`config.mk`:
```
export PLATFORM = sky130hd
export DESIGN_NAME = mul_share_ctrl
export DESIGN_NICKNAME = d
export VERILOG_FILES = /design/src/rtl/mul_share_ctrl.sv
export SDC_FILE = /design/constraint.sdc
export NUM_CORES = 1
export LEC_CHECK = 0
export CORE_UTILIZATION = 47
export CTS_CLUSTER_SIZE = 24
export DETAILED_ROUTE_END_ITERATION = 10
export GPL_ROUTABILITY_DRIVEN = 0
export PLACE_DENSITY = 0.83
export RECOVER_POWER = 100
export SLEW_MARGIN = 15
export SYNTH_ARGS = -nofsm -noshare
export SYNTH_HDL_FRONTEND = slang
export SYNTH_SLANG_ARGS = --single-unit
```
`constraint.sdc`:
```
create_clock -name clk -period 4.2 [get_ports clk]
set_input_delay 0.63 -clock clk [delete_from_list [all_inputs] [get_ports clk]]
set_output_delay 0.63 -clock clk [all_outputs]
set_load 0.02 [all_outputs]
```
`src/rtl/mul_share_ctrl.sv`:
```
// Time-shares one 3-bit sign-magnitude multiplier between two requesters:
// arbitrates, drives the operands, waits MUL_LATENCY cycles, returns the result.
module mul_share_ctrl #(
  parameter int unsigned MUL_LATENCY = 1,
  parameter bit          FAIR        = 1'b1
) (
  input  logic       clk,
  input  logic       rst,
  input  logic       req0,
  input  logic [2:0] a0,
  input  logic [2:0] b0,
  input  logic       req1,
  input  logic [2:0] a1,
  input  logic [2:0] b1,
  output logic       gnt0,
  output logic       gnt1,
  output logic       done0,
  output logic       done1,
  output logic [4:0] res_product,
  output logic       res_zero,
  output logic       busy,
  output logic [2:0] mul_a,
  output logic [2:0] mul_b,
  input  logic [4:0] mul_product,
  input  logic       mul_zero
);

  // state | meaning
  // IDLE  | multiplier free, arbitrating requests
  // BUSY  | operands on mul_a/mul_b, latency counter running
  // DONE  | result captured, done pulse to the owner
  typedef enum logic [1:0] {IDLE, BUSY, DONE} state_t;

  localparam logic [3:0] LAT = 4'(MUL_LATENCY);

  state_t     state_q, state_d;
  logic [3:0] cnt_q, cnt_d;
  logic       last_q, last_d;
  logic       gnt0_q, gnt0_d;
  logic       gnt1_q, gnt1_d;
  logic       done0_q, done0_d;
  logic       done1_q, done1_d;
  logic       busy_q, busy_d;
  logic [4:0] res_product_q, res_product_d;
  logic       res_zero_q, res_zero_d;
  logic [2:0] mul_a_q, mul_a_d;
  logic [2:0] mul_b_q, mul_b_d;
  logic       pick1;

  always_comb begin
    state_d       = state_q;
    cnt_d         = cnt_q;
    last_d        = last_q;
    gnt0_d        = gnt0_q;
    gnt1_d        = gnt1_q;
    done0_d       = 1'b0;
    done1_d       = 1'b0;
    res_product_d = res_product_q;
    res_zero_d    = res_zero_q;
    mul_a_d       = mul_a_q;
    mul_b_d       = mul_b_q;
    // On a tie, FAIR picks whoever was not served last; otherwise requester 0.
    pick1 = req1 & (~req0 | (FAIR & ~last_q));

    case (state_q)
      IDLE: begin
        if (req0 | req1) begin
          state_d = BUSY;
          gnt0_d  = ~pick1;
          gnt1_d  = pick1;
          last_d  = pick1;
          mul_a_d = pick1 ? a1 : a0;
          mul_b_d = pick1 ? b1 : b0;
          cnt_d   = LAT;
        end
      end
      BUSY: begin
        if (cnt_q <= 4'd1) begin
          state_d       = DONE;
          cnt_d         = 4'd0;
          res_product_d = {mul_product[4] & ~mul_zero, mul_product[3:0]};
          res_zero_d    = mul_zero;
          done0_d       = gnt0_q;
          done1_d       = gnt1_q;
        end else begin
          cnt_d = cnt_q - 4'd1;
        end
      end
      DONE: begin
        state_d = IDLE;
        gnt0_d  = 1'b0;
        gnt1_d  = 1'b0;
      end
      default: begin
        state_d = IDLE;
        gnt0_d  = 1'b0;
        gnt1_d  = 1'b0;
      end
    endcase

    busy_d = (state_d != IDLE);
  end

  always_ff @(posedge clk) begin
    if (rst) begin
      state_q       <= IDLE;
      cnt_q         <= 4'd0;
      last_q        <= 1'b1;
      gnt0_q        <= 1'b0;
      gnt1_q        <= 1'b0;
      done0_q       <= 1'b0;
      done1_q       <= 1'b0;
      busy_q        <= 1'b0;
      res_product_q <= 5'd0;
      res_zero_q    <= 1'b0;
      mul_a_q       <= 3'd0;
      mul_b_q       <= 3'd0;
    end else begin
      state_q       <= state_d;
      cnt_q         <= cnt_d;
      last_q        <= last_d;
      gnt0_q        <= gnt0_d;
      gnt1_q        <= gnt1_d;
      done0_q       <= done0_d;
      done1_q       <= done1_d;
      busy_q        <= busy_d;
      res_product_q <= res_product_d;
      res_zero_q    <= res_zero_d;
      mul_a_q       <= mul_a_d;
      mul_b_q       <= mul_b_d;
    end
  end

  assign gnt0        = gnt0_q;
  assign gnt1        = gnt1_q;
  assign done0       = done0_q;
  assign done1       = done1_q;
  assign busy        = busy_q;
  assign res_product = res_product_q;
  assign res_zero    = res_zero_q;
  assign mul_a       = mul_a_q;
  assign mul_b       = mul_b_q;

endmodule

```
# [Word level (Yosys, flattened, before mapping)]
# Cells that the tools add are included.
# W data, S select, Z words.
[totals] register_bits=24 word_cells=46 in_bits=22
[op_classes] n_eq_ne=2 reduce_logical=8 order_cmp=1 n_bitwise=10 add_sub_neg=1 mux=12
[ops] operator="$mux W4" n=2
[ops] operator="$pmux W4 S2" n=1
[ops] operator="$reduce_and A2 Y1" n=4
[ops] operator="$mux W3" n=2
[ops] operator="$not A1 Y1" n=6
[ops] operator="$le A4 B1 Y1 const B" n=1
[ops] operator="$mux W2" n=2
[ops] operator="$pmux W1 S2" n=2
[ops] operator="$pmux W2 S2" n=1
[ops] operator="$reduce_bool A2 Y1" n=2
[ops] operator="$sub A4 B1 Y4 const B" n=1
[ops] operator="$reduce_or A3 Y1" n=1
[ops] operator="$and A1 B1 Y1" n=2
[ops] operator="$eq A2 B1 Y1 const B" n=1
[ops] operator="$logic_not A2 Y1" n=1
[ops] operator="$mux W1" n=2
[ops] operator="$ne A2 B2 Y1 const B" n=1
[ops] operator="$or A1 B1 Y1" n=2

# [Longest topological paths before layout]
[logic_depth] ltp_word=6 depth_mapped=5 mapped_depth_nobuf=5

# [Worst setup path before layout]
# No wires, ideal clock.
[synth_timing] path_kind="reg2reg" from="register cnt_q[0]" to="register cnt_q[0]" n_path_buf=0 arrival_time_ps=1357 path_stages_with_launch=6 setup_ps=95 slack_ps=2748 path_cell_list="dfxtp_1 inv_1 ha_1 o21bai_1 o21ai_0 a221oi_1"
[synth_via] elab_chain_cells=3 word_cells_on_any_way=4
[synth_lines] element="start, declared" line="37" text="logic [3:0] cnt_q, cnt_d;"
[synth_lines] element="start signal, assigned" line="120" text="cnt_q <= cnt_d;"
[synth_lines] element="$sub A4 B1 Y4 or $le A4 B1 Y1 (tied branches)" line="86, 78"
[synth_lines] element="$mux W4 (*)" line="78" text="if (cnt_q <= 4'd1) begin"
[synth_lines] element="$pmux W4 S2 (*)" line="65" text="case (state_q)"
# Every way passes the cells marked *; elsewhere a longest branch is shown, timed or not.
# A chain may end at the register's enable or synchronous reset.

# [Worst setup path in the final report]
[layout_timing] from="input req0" to="register mul_a_q[0] (netlist: mul_a[0])"
[layout_via] elab_chain_cells=4 word_cells_on_any_way=6
[layout_lines] element="start, declared" line="9" text="input logic req0,"
[layout_lines] element="$not A1 Y1" line="63" text="pick1 = req1 & (~req0 | (FAIR & ~last_q));"
[layout_lines] element="$or A1 B1 Y1" line="63"
[layout_lines] element="$and A1 B1 Y1" line="63"
[layout_lines] element="$mux W3" line="72" text="mul_a_d = pick1 ? a1 : a0;"
[layout_lines] element="end signal, assigned" line="129" text="mul_a_q <= mul_a_d;"
[layout_lines] element="end, declared" line="46" text="logic [2:0] mul_a_q, mul_a_d;"
# Several ways; a longest one is shown, not always the timed one.

==> flow_metrics.tcl <==
set metrics [dict create \
    status "completed" \
    ioPinCount 39 \
    hold_path.class "reg -> reg" \
    grt.overflow.total 0 \
    grt_pass1_vias 932 \
    num_rows 17 \
    clock_skew_ps 0.7593 \
    tightestPinTransition_ps 1303 \
    antenna_left 0 \
    dieWidth_um 50.32 \
    hold_viol_final 0 \
    die_h_um 50.32 \
    layout.nets 172 \
    cellLeakagePower_nw 0.5761 \
    synth_seq_cells 24 \
    synth_edf_count 0 \
    synthesis.area_sq_um 1097 \
    cp_max_fo 8 \
    grt_start_max_net_pins 24 \
    grt_pass1_wl_mm 4.264 \
    setup_ws_ps 1612 \
    dieArea_sq_um 2532 \
    wirelength_mm 2.670 \
    crit_required_ps 4450 \
    min_path_cells 2 \
    cts_resized 0 \
    reg2reg_depth 3 \
    drive_above_1_share 0.1088 \
    finalSetupTns_ps 0 \
    cts_tree "yes" \
    clkLatencyLatePin_ps 320 \
    diodes 0 \
    antenna_found_initial 0 \
    finalSetupViolations 0 \
    fin_crit_sh 0.6163 \
    synth.avg_cell_area_sq_um 9.797 \
    synth_top_cell_by_area "dfxtp_1" \
    num_vias 982 \
    drt_iter0_markers 12 \
    synth.most_common_cell "dfxtp_1" \
    io_buffers 38 \
    worst_slew_margin_rel 0.1234 \
    cts_hold_buffers 0 \
    final_max_slew_viol_count 0 \
    cts.sinks 24 \
    p_per_area_nw_per_um2 424.5 \
    path_clk_slew_ps 130 \
    detail_route.first_pass.iterations 4 \
    crit_arrival_ps 2840 \
    coreArea_sq_um 2212 \
    cts.path.max_buffers 2 \
    grt_usage 0.2293 \
    synth_top_area_share 0.4379 \
    ys.flop_type "dfxtp_1" \
    syn2layout_area_growth_pct 38.31 \
    period_minus_slack_ps 2588 \
    dpl.hpwl_mm 1.873 \
    synthCells 112 \
    wire_per_inst_um 15.26 \
    synth_area_leaders "dfxtp_1 44%, a21oi_1 7.3%, a211oi_2 6.8%" \
    ir_drop_v 0.0003842 \
    rsz0062_at_grt "false" \
    cts_setup_buffers 0 \
    drcViolationCount 0 \
    synth_nets 136 \
    ys_warn_count 0 \
    htreeDepth 1 \
    final_util 0.6861 \
    synth.distinct_cells 40 \
    via_per_inst 5.611 \
    crit_type "in -> reg" \
    post-place-ws_ps 1758 \
    synthArstFlopShare 0 \
    ys_seq_area_frac 0.4379 \
    worstSetupEndpointType "flip-flop" \
    clockRootBuffer "clkbuf_4" \
    crit_path_start_kind "primary input" \
    synth_common_cells "24 x dfxtp_1, 16 x a21oi_1, 9 x o21ai_0" \
    fmax_mhz 386.4 \
    cts_buffers 3 \
    max_cap_violations 0 \
    start_util 0.4960 \
]
==> through the flow <==
| step | power [mW] | area (sq um) | std cells | hold slack (ps) |
|---|---|---|---|---|
| 6_report | 0.6442 | 1518 | 175 | 481.4 |
| 5_1_grt | 0.6788 | 1518 | 175 | 513.4 |
| 4_1_cts | 0.6541 | 1518 | 175 | 485.8 |
| 3_5_place_dp | 0.4844 | 1465 | 171 | 467.5 |
| 3_3_place_gp | 0.4787 | 1465 | 171 | 457.2 |
| 2_1_floorplan | 0.4078 | 1097 | 112 | 476.4 |
==> worst max-delay path, stage by stage <==
cell,delay [ps]
dlygate4sd3_1,600
a21boi_0,1040
mux2i_1,290
a211oi_2,280
==> cells by family after synthesis <==
group | share of synthesized area
buffers and inverters | 0.05700
flip-flops | 0.4379
AO/OA/AOI/OAI | 0.2668
multiplexers | 0.05473
AND/OR/NAND/NOR | 0.1608
adder cells (fa/ha/maj) | 0.02280
==> state kept, by name (all words and copies together) (netlist names) <==
register	count
res_product	5
cnt_q	4
mul_a	3
mul_b	3
state_q	2
busy	1
done0	1
done1	1
gnt0	1
gnt1	1
last_q	1
res_zero	1
==> cells in the final DEF (no fill, tap or decap), types with 2 or more instances in the layout <==
cell             netlist  routed
ha_1                   2       2
clkdlybuf4s50_1        0      19
a21oi_1               16      16
o21ai_0                9       9
a211oi_2               6       6
nor2b_1                2       2
nor3b_1                3       3
mux2i_1                6       6
dfxtp_1               24      24
nor3_1                 3       3
inv_1                  4       4
clkbuf_4               0       3
dlygate4sd3_1          0      19
nand3_1                6       6
==> worst paths after layout <==
| check | startpoint | end | slack [ps] |
|---|---|---|---|
| worst max-delay path | req0 | mul_a[0] | 1610 |
| worst max register to register | last_q | mul_a[0] | 2210 |
| worst min register to register | res_product[4] | res_product[4] | 480 |
| worst min-delay path | res_product[4] | res_product[4] | 480 |
==> area by class of cell <==
cell class,instances,area (sq um)
inverters,4,15.01
repair buffers,38,380.4
clock inverters,1,30.03
fillers,175,694.4
flip-flops and latches,24,480.5
clock buffers,3,22.52
well taps,28,35.03
multi-input cells,77,554.3
==> routing by layer <==
| metal | global-route usage | part of all wire | wire length, um | vias up |
|---|---|---|---|---|
| met4 | 0.06481 | 0.0097 | 26 | 0 |
| met1 | 0.2744 | 0.45 | 1190 | 472 |
| met5 | 0 | 0 | 0 | - |
| met3 | 0.06667 | 0.034 | 92 | 5 |
| li1 | - | - | - | 481 |
| met2 | 0.3956 | 0.51 | 1361 | 24 |
==> power breakdown <==
part / total, mW / switching (mW) / internal, mW
clock network: 0.170 / 0.0733 / 0.0966
logic: 0.198 / 0.107 / 0.0903
registers: 0.277 / 0.0220 / 0.255
(Power assumes the default switching activity.)
